`config.mk`:
```
export PLATFORM = sky130hd
export DESIGN_NAME = data_memory_arbiter_flat
export DESIGN_NICKNAME = d
export VERILOG_FILES = /design/src/rtl/data_memory_arbiter_if.sv /design/src/rtl/data_memory_arbiter.sv /design/src/flat_wrapper.sv
export SDC_FILE = /design/constraint.sdc
export NUM_CORES = 1
export LEC_CHECK = 0
export CAP_MARGIN = 20
export CORE_AREA = 2 2 178 180
export DETAILED_ROUTE_END_ITERATION = 7
export DIE_AREA = 0 0 180 182
export PLACE_DENSITY = 0.66
export SLEW_MARGIN = 20
export SYNTH_ARGS = -nofsm -noshare
export SYNTH_HDL_FRONTEND = slang
export SYNTH_SLANG_ARGS = --single-unit
```
`constraint.sdc`:
```
create_clock -name clk -period 10.5 [get_ports clk]
set_input_delay 2.625 -clock clk [delete_from_list [all_inputs] [get_ports clk]]
set_output_delay 2.625 -clock clk [all_outputs]
set_load 0.01 [all_outputs]
```
`src/rtl/data_memory_arbiter_if.sv`:
```
// Requester-side bus of the data memory arbiter.
// The requester holds req, we, adr and wdata steady until gnt is seen.
// The arbiter answers with a combinational gnt and returns read data one
// cycle later on rvalid/rdata.
//   req    : access pending
//   we     : 1 = write, 0 = read
//   adr    : access address
//   wdata  : write data
//   gnt    : access accepted this cycle
//   rvalid : read data valid (one-cycle pulse)
//   rdata  : registered read data
interface data_memory_arbiter_if #(
    parameter int DW = 64,
    parameter int AW = 10
);
    logic          req;
    logic          we;
    logic [AW-1:0] adr;
    logic [DW-1:0] wdata;
    logic          gnt;
    logic          rvalid;
    logic [DW-1:0] rdata;

    modport master (output req, we, adr, wdata, input gnt, rvalid, rdata);
    modport slave  (input req, we, adr, wdata, output gnt, rvalid, rdata);
endinterface

```
`src/rtl/data_memory_arbiter.sv`:
```
// Two-requester arbiter/sequencer in front of a data memory with separate
// read and write ports and a combinational read.
// Each cycle it grants at most one read and one write.  The favoured
// requester (prio) alternates whenever it is served.  A read and a write to
// the same address are never issued together.  Read data returns one cycle
// after the grant.
//   clk, rst       : clock, asynchronous active-high reset
//   r0, r1         : requester buses (slave side)
//   mem_*          : memory read/write port drive, mem_data_out from memory
//   conflict_cnt   : saturating count of cycles with a deferred request
module data_memory_arbiter #(
    parameter int DW = 64,
    parameter int AW = 10
) (
    input  logic                 clk,
    input  logic                 rst,
    data_memory_arbiter_if.slave r0,
    data_memory_arbiter_if.slave r1,
    output logic [DW-1:0]        mem_data_in,
    output logic [AW-1:0]        mem_read_adr,
    output logic [AW-1:0]        mem_write_adr,
    output logic                 mem_rd,
    output logic                 mem_wr,
    input  logic [DW-1:0]        mem_data_out,
    output logic [15:0]          conflict_cnt
);

    function automatic logic pick(input logic [1:0] cand, input logic p);
        if (cand == 2'b11) return p;
        return cand[1];
    endfunction

    function automatic logic [15:0] sat_inc(input logic [15:0] v);
        return (v == 16'hFFFF) ? v : v + 16'd1;
    endfunction

    logic [1:0]    req, we, gnt, rd_cand, wr_cand;
    logic [AW-1:0] adr [2];
    logic [DW-1:0] wdata [2];

    logic          prio, hold, hold_id, rd_pend, rd_id;
    logic [DW-1:0] rdata0, rdata1;

    logic          rd_any, wr_any, rd_win, wr_win;
    logic          hazard, held_turn, rd_gnt, wr_gnt;
    logic          hold_nxt, hold_id_nxt;

    assign req      = {r1.req, r0.req};
    assign we       = {r1.we, r0.we};
    assign adr[0]   = r0.adr;
    assign adr[1]   = r1.adr;
    assign wdata[0] = r0.wdata;
    assign wdata[1] = r1.wdata;

    assign rd_cand = req & ~we;
    assign wr_cand = req & we;
    assign rd_any  = |rd_cand;
    assign wr_any  = |wr_cand;
    assign rd_win  = pick(rd_cand, prio);
    assign wr_win  = pick(wr_cand, prio);

    // A requester is either a reader or a writer, so when both slots are
    // occupied the winners are always different requesters.
    assign hazard    = rd_any && wr_any && (rd_win != wr_win) && (adr[rd_win] == adr[wr_win]);
    // The deferred reader gets its turn on the next collision.
    assign held_turn = hold && (hold_id == rd_win);
    assign rd_gnt    = rd_any && !(hazard && !held_turn);
    assign wr_gnt    = wr_any && !(hazard && held_turn);

    always_comb begin
        gnt = 2'b00;
        if (rd_gnt) gnt[rd_win] = 1'b1;
        if (wr_gnt) gnt[wr_win] = 1'b1;
    end

    assign r0.gnt = gnt[0];
    assign r1.gnt = gnt[1];

    assign mem_rd        = rd_gnt;
    assign mem_read_adr  = rd_gnt ? adr[rd_win] : '0;
    assign mem_wr        = wr_gnt;
    assign mem_write_adr = wr_gnt ? adr[wr_win] : '0;
    assign mem_data_in   = wr_gnt ? wdata[wr_win] : '0;

    always_comb begin
        hold_nxt    = hold;
        hold_id_nxt = hold_id;
        if (hazard && !held_turn) begin
            hold_nxt    = 1'b1;
            hold_id_nxt = rd_win;
        end else if (hold && ((rd_gnt && rd_win == hold_id) || !rd_cand[hold_id])) begin
            // Served, or the held requester abandoned its read.
            hold_nxt = 1'b0;
        end
    end

    // Grant edge: arbitration state, counter and read return
    always_ff @(posedge clk or posedge rst) begin
        if (rst) begin
            prio         <= 1'b0;
            hold         <= 1'b0;
            hold_id      <= 1'b0;
            rd_pend      <= 1'b0;
            rd_id        <= 1'b0;
            rdata0       <= '0;
            rdata1       <= '0;
            conflict_cnt <= '0;
        end else begin
            if (gnt[prio]) prio <= ~prio;
            hold    <= hold_nxt;
            hold_id <= hold_id_nxt;
            rd_pend <= rd_gnt;
            rd_id   <= rd_win;
            if (rd_gnt && !rd_win) rdata0 <= mem_data_out;
            if (rd_gnt && rd_win)  rdata1 <= mem_data_out;
            if (|(req & ~gnt)) conflict_cnt <= sat_inc(conflict_cnt);
        end
    end

    assign r0.rvalid = rd_pend && !rd_id;
    assign r1.rvalid = rd_pend && rd_id;
    assign r0.rdata  = rdata0;
    assign r1.rdata  = rdata1;

endmodule

```
`src/flat_wrapper.sv`:
```
// flat-port wrapper written by rule: the top's interface ports become plain ports
module data_memory_arbiter_flat 
#(
    parameter int DW = 64,
    parameter int AW = 10
)
  (clk, rst, mem_data_in, mem_read_adr, mem_write_adr, mem_rd, mem_wr, mem_data_out, conflict_cnt, r0_req, r0_we, r0_adr, r0_wdata, r0_gnt, r0_rvalid, r0_rdata, r1_req, r1_we, r1_adr, r1_wdata, r1_gnt, r1_rvalid, r1_rdata);
  data_memory_arbiter_if #(.DW(DW), .AW(AW)) r0_i ();
  data_memory_arbiter_if #(.DW(DW), .AW(AW)) r1_i ();
  input  logic clk;
  input  logic rst;
  output logic [DW-1:0] mem_data_in;
  output logic [AW-1:0] mem_read_adr;
  output logic [AW-1:0] mem_write_adr;
  output logic mem_rd;
  output logic mem_wr;
  input  logic [DW-1:0] mem_data_out;
  output logic [15:0] conflict_cnt;
  input wire logic [$bits(r0_i.req)-1:0] r0_req;
  input wire logic [$bits(r0_i.we)-1:0] r0_we;
  input wire logic [$bits(r0_i.adr)-1:0] r0_adr;
  input wire logic [$bits(r0_i.wdata)-1:0] r0_wdata;
  output wire logic [$bits(r0_i.gnt)-1:0] r0_gnt;
  output wire logic [$bits(r0_i.rvalid)-1:0] r0_rvalid;
  output wire logic [$bits(r0_i.rdata)-1:0] r0_rdata;
  input wire logic [$bits(r1_i.req)-1:0] r1_req;
  input wire logic [$bits(r1_i.we)-1:0] r1_we;
  input wire logic [$bits(r1_i.adr)-1:0] r1_adr;
  input wire logic [$bits(r1_i.wdata)-1:0] r1_wdata;
  output wire logic [$bits(r1_i.gnt)-1:0] r1_gnt;
  output wire logic [$bits(r1_i.rvalid)-1:0] r1_rvalid;
  output wire logic [$bits(r1_i.rdata)-1:0] r1_rdata;
  assign r0_i.req = r0_req;
  assign r0_i.we = r0_we;
  assign r0_i.adr = r0_adr;
  assign r0_i.wdata = r0_wdata;
  assign r0_gnt = r0_i.gnt;
  assign r0_rvalid = r0_i.rvalid;
  assign r0_rdata = r0_i.rdata;
  assign r1_i.req = r1_req;
  assign r1_i.we = r1_we;
  assign r1_i.adr = r1_adr;
  assign r1_i.wdata = r1_wdata;
  assign r1_gnt = r1_i.gnt;
  assign r1_rvalid = r1_i.rvalid;
  assign r1_rdata = r1_i.rdata;
  data_memory_arbiter #(.DW(DW), .AW(AW)) u_core (.clk(clk), .rst(rst), .r0(r0_i), .r1(r1_i), .mem_data_in(mem_data_in), .mem_read_adr(mem_read_adr), .mem_write_adr(mem_write_adr), .mem_rd(mem_rd), .mem_wr(mem_wr), .mem_data_out(mem_data_out), .conflict_cnt(conflict_cnt));
endmodule
```
==> run metrics <==
wire length after detailed routing=27.4 mm; portion of synthesized cell area occupied by the leading cell type=0.503; Post-synth top flop=dfrtp_1; main combinational cell family by area after synthesis=multiplexers; number of sinks driven by the clock tree=149; Detailed Routing Iterations Pass 1=4; gr usage total=0.160; number of different library cells in the post-synthesis netlist=52; power density over the cells=158 nW/um2; final hold vios=0; count of maximum capacitance violations=0; area of the die=32800 um2; shortest period the worst path allows=8.93 ns; Inst Count DP=1530; top-level port count=452; core area=31000 um2; Final Setup Violations=0; FP Rows=65; smallest hold slack=0.493 ns; post-synthesis async set-or-reset flop share=1.00; total chip power=2.04 mW; count of antenna diodes in the layout=0; TritonCTS clock tree=done; total number of vias=6905; Area growth, synth to finish=74.1%; sort of element at the end of the critical path=output pin; number of buffers inserted by port buffering=451; worst ir drop on vdd=136 uV; maximum clock rate=112 MHz; final antenna-violating net count=0; GR Overflow Total=0; cell types with the highest counts after synthesis=nand2_1, dfrtp_1, mux2_2, a21oi_1, clkbuf_1; Total Negative Setup Slacks=0 ns; summed instance area of the synthesized netlist=7410 um2; clock root buffer=clkbuf_16; number of filler instances in the final layout=2994; dominant cell type by count on the critical path=clkdlybuf4s50_1; share of total power in combinational logic=0.333; Synth Warn #=0; result of the run=finished, final reports clean; Avg Inst Size Synth=10.4 um2; xor and xnor fraction of the mapped netlist area=0.0235; flops & latches, synth=149; number of nets produced by synthesis=933; critical path type=in -> out; RSZ-0062 raised after global routing=no; largest stage delay on the critical path=0.62 ns; CTS H-tree depth=4; Hold Crit Class=reg -> reg; HPWL Detailed=20.7 mm; number of remaining DRC errors=0; adder and majority cell fraction of the synthesized area=0.00169; Clk pwr share=0.302; register clock-pin slew on the reported worst setup and hold paths=0.06 ns; worst path required time=7.88 ns; period utilisation layout=0.851; global-route wire length before repair=41.0 mm; initial antenna violation count=1; largest driver fanout on the critical path=75; Cell Int Power=1.42 mW; postcts setup bufs=0; number of buffers created by CTS=17; final layout net count=1366; Setup WS pre-CTS=1.67 ns; Synth Area in Compound Gates=0.0939; vias in the first global route=6868; sequential share of power=0.366; library cell with the highest instance count after synthesis=nand2_1; fraction of the mapped netlist area in simple logic gates=0.149; worst max-slew margin expressed relative to the limit=0.322; Setup WS post-layout=1.57 ns; Chip Height=182 um; number of flops mapped to enable cells by yosys=0; cells taking the most area after synthesis=dfrtp_1, mux2_2, nand2_1; non-filler cells in the finished layout=1562; maximum number of pins on one net before global-route repair=77; fraction of power spent switching nets=0.302; Worst Tran Pin Value=1.02 ns; Initial Utilization=0.239; fraction of synthesized area in multiplexers=0.196; share of synthesized area occupied by flip-flops and latches=0.503; Slew Limit Fails=0; number of hold buffers added after CTS=0; slowest stage cell, crit path=clkdlybuf4s50_1; Psw=615 uW; cell count after synthesis=714; die outline width=180 um; post-cts sizing count=0; leakage power of the design=5.24 nW; worst clock skew on the final layout=0.0185 ns; average wire per cell in the routed design=17.5 um; share of post-route cells with drive strength above 1=0.161; most area-hungry cell type in the Yosys netlist=dfrtp_1; data arrival time of the critical path=6.31 ns; sort of element at the start of the critical path=input port; clock latency of the later-clocked register in the worst-skew pair=0.42 ns; detailed router's first-iteration violation count=279; placer congestion estimate=0.816; CTS max path bufs=2; drt via density=4.42; crit-path cells=clkdlybuf4s50_1 > nand2b_1 > o21bai_4 > inv_2 > a32oi_2 > nor2_2 > nand2_1 > o21ai_4 > buf_4 > a21oi_1 > clkdlybuf4s50_1
-- power by group through the flow --
stage          sequential, mW  clock (mW)  combinational, mW
4_1_cts                 0.745       0.638              0.685
3_3_place_gp            0.749           0              0.677
3_5_place_dp            0.755           0              0.682
2_1_floorplan           0.798           0              0.223
6_report                0.744       0.614              0.677
5_1_grt                 0.759       0.661              0.721
-- stage by stage --
| step | area, um2 | util |
|---|---|---|
| after floorplan | 7410 | - |
| after global placement | 12300 | 0.397 |
| after detailed placement | 12300 | 0.397 |
| after CTS | 12900 | 0.416 |
| after global routing | 12900 | 0.416 |
| final | 12900 | 0.416 |
-- worst max-delay path: cells and delay by family --
kind | cells | cell delay, ns
buffers and inverters | 4 | 1.82
AOI/OAI and AO/OA | 4 | 1.23
and+or+nand+nor | 3 | 0.53
-- per-layer routing --
metal / vias to the layer above / global-route usage / wire length, um
met5: - / 0 / 13
met4: 2 / 0.0403 / 335
met3: 23 / 0.0365 / 1540
met2: 235 / 0.262 / 13200
met1: 3332 / 0.214 / 12300
li1: 3313 / - / -
-- registers in the layout (all words and copies together) (netlist names) --
name / flops
u_core.r0.rdata: 64
u_core.conflict_cnt: 16
u_core.hold: 1
u_core.prio: 1
u_core.r1.rdata: 64
u_core.hold_id: 1
u_core.rd_id: 1
u_core.rd_pend: 1
-- area by class of cell --
type                       count  area (um2)  area share
clock buffer                  18         429      0.0333
clock inverter                14         160      0.0124
inverter                      13        53.8     0.00417
multi-input combinational    510        3470       0.269
sequential                   149        3730       0.289
tap                          402         503      0.0390
timing repair buffer         456        4550       0.353
-- cells in the final DEF (no fill, tap or decap), types with 3 or more instances in the layout --
master,count
dfrtp_1,149
buf_4,5
mux2_1,8
clkdlybuf4s50_1,451
nand3_1,7
nor3_2,5
clkinv_4,3
nor3_1,4
xor2_1,12
inv_6,5
nor2b_1,7
xnor2_1,6
nand2b_1,6
inv_1,11
mux2_2,121
clkbuf_16,17
nand2_1,181
a21oi_1,94
nor2_1,12
inv_8,4
-- path summary, 6_finish.rpt --
kind,cells past startpoint,start,slack (ns),end
worst max register to register,10,u_core.prio,6.87,u_core.r0.rdata[20]
worst min-delay path,1,u_core.r1.rdata[18],0.49,u_core.r1.rdata[18]
worst min register to register,1,u_core.r1.rdata[18],0.49,u_core.r1.rdata[18]
worst max-delay path,11,r0_req,1.57,mem_data_in[15]
max in group asynchronous,3,rst,6.38,u_core.r1.rdata[56]
min in group asynchronous,2,rst,2.72,u_core.r0.rdata[22]
-- cells by family after synthesis --
family          count (synthesis)
mux                           129
buf+inv                        55
flops                         149
xor+xnor                       19
fa+ha+maj                       1
simple gates                  245
compound gates                116
Note: power is estimated with default switching activity, not from simulation.
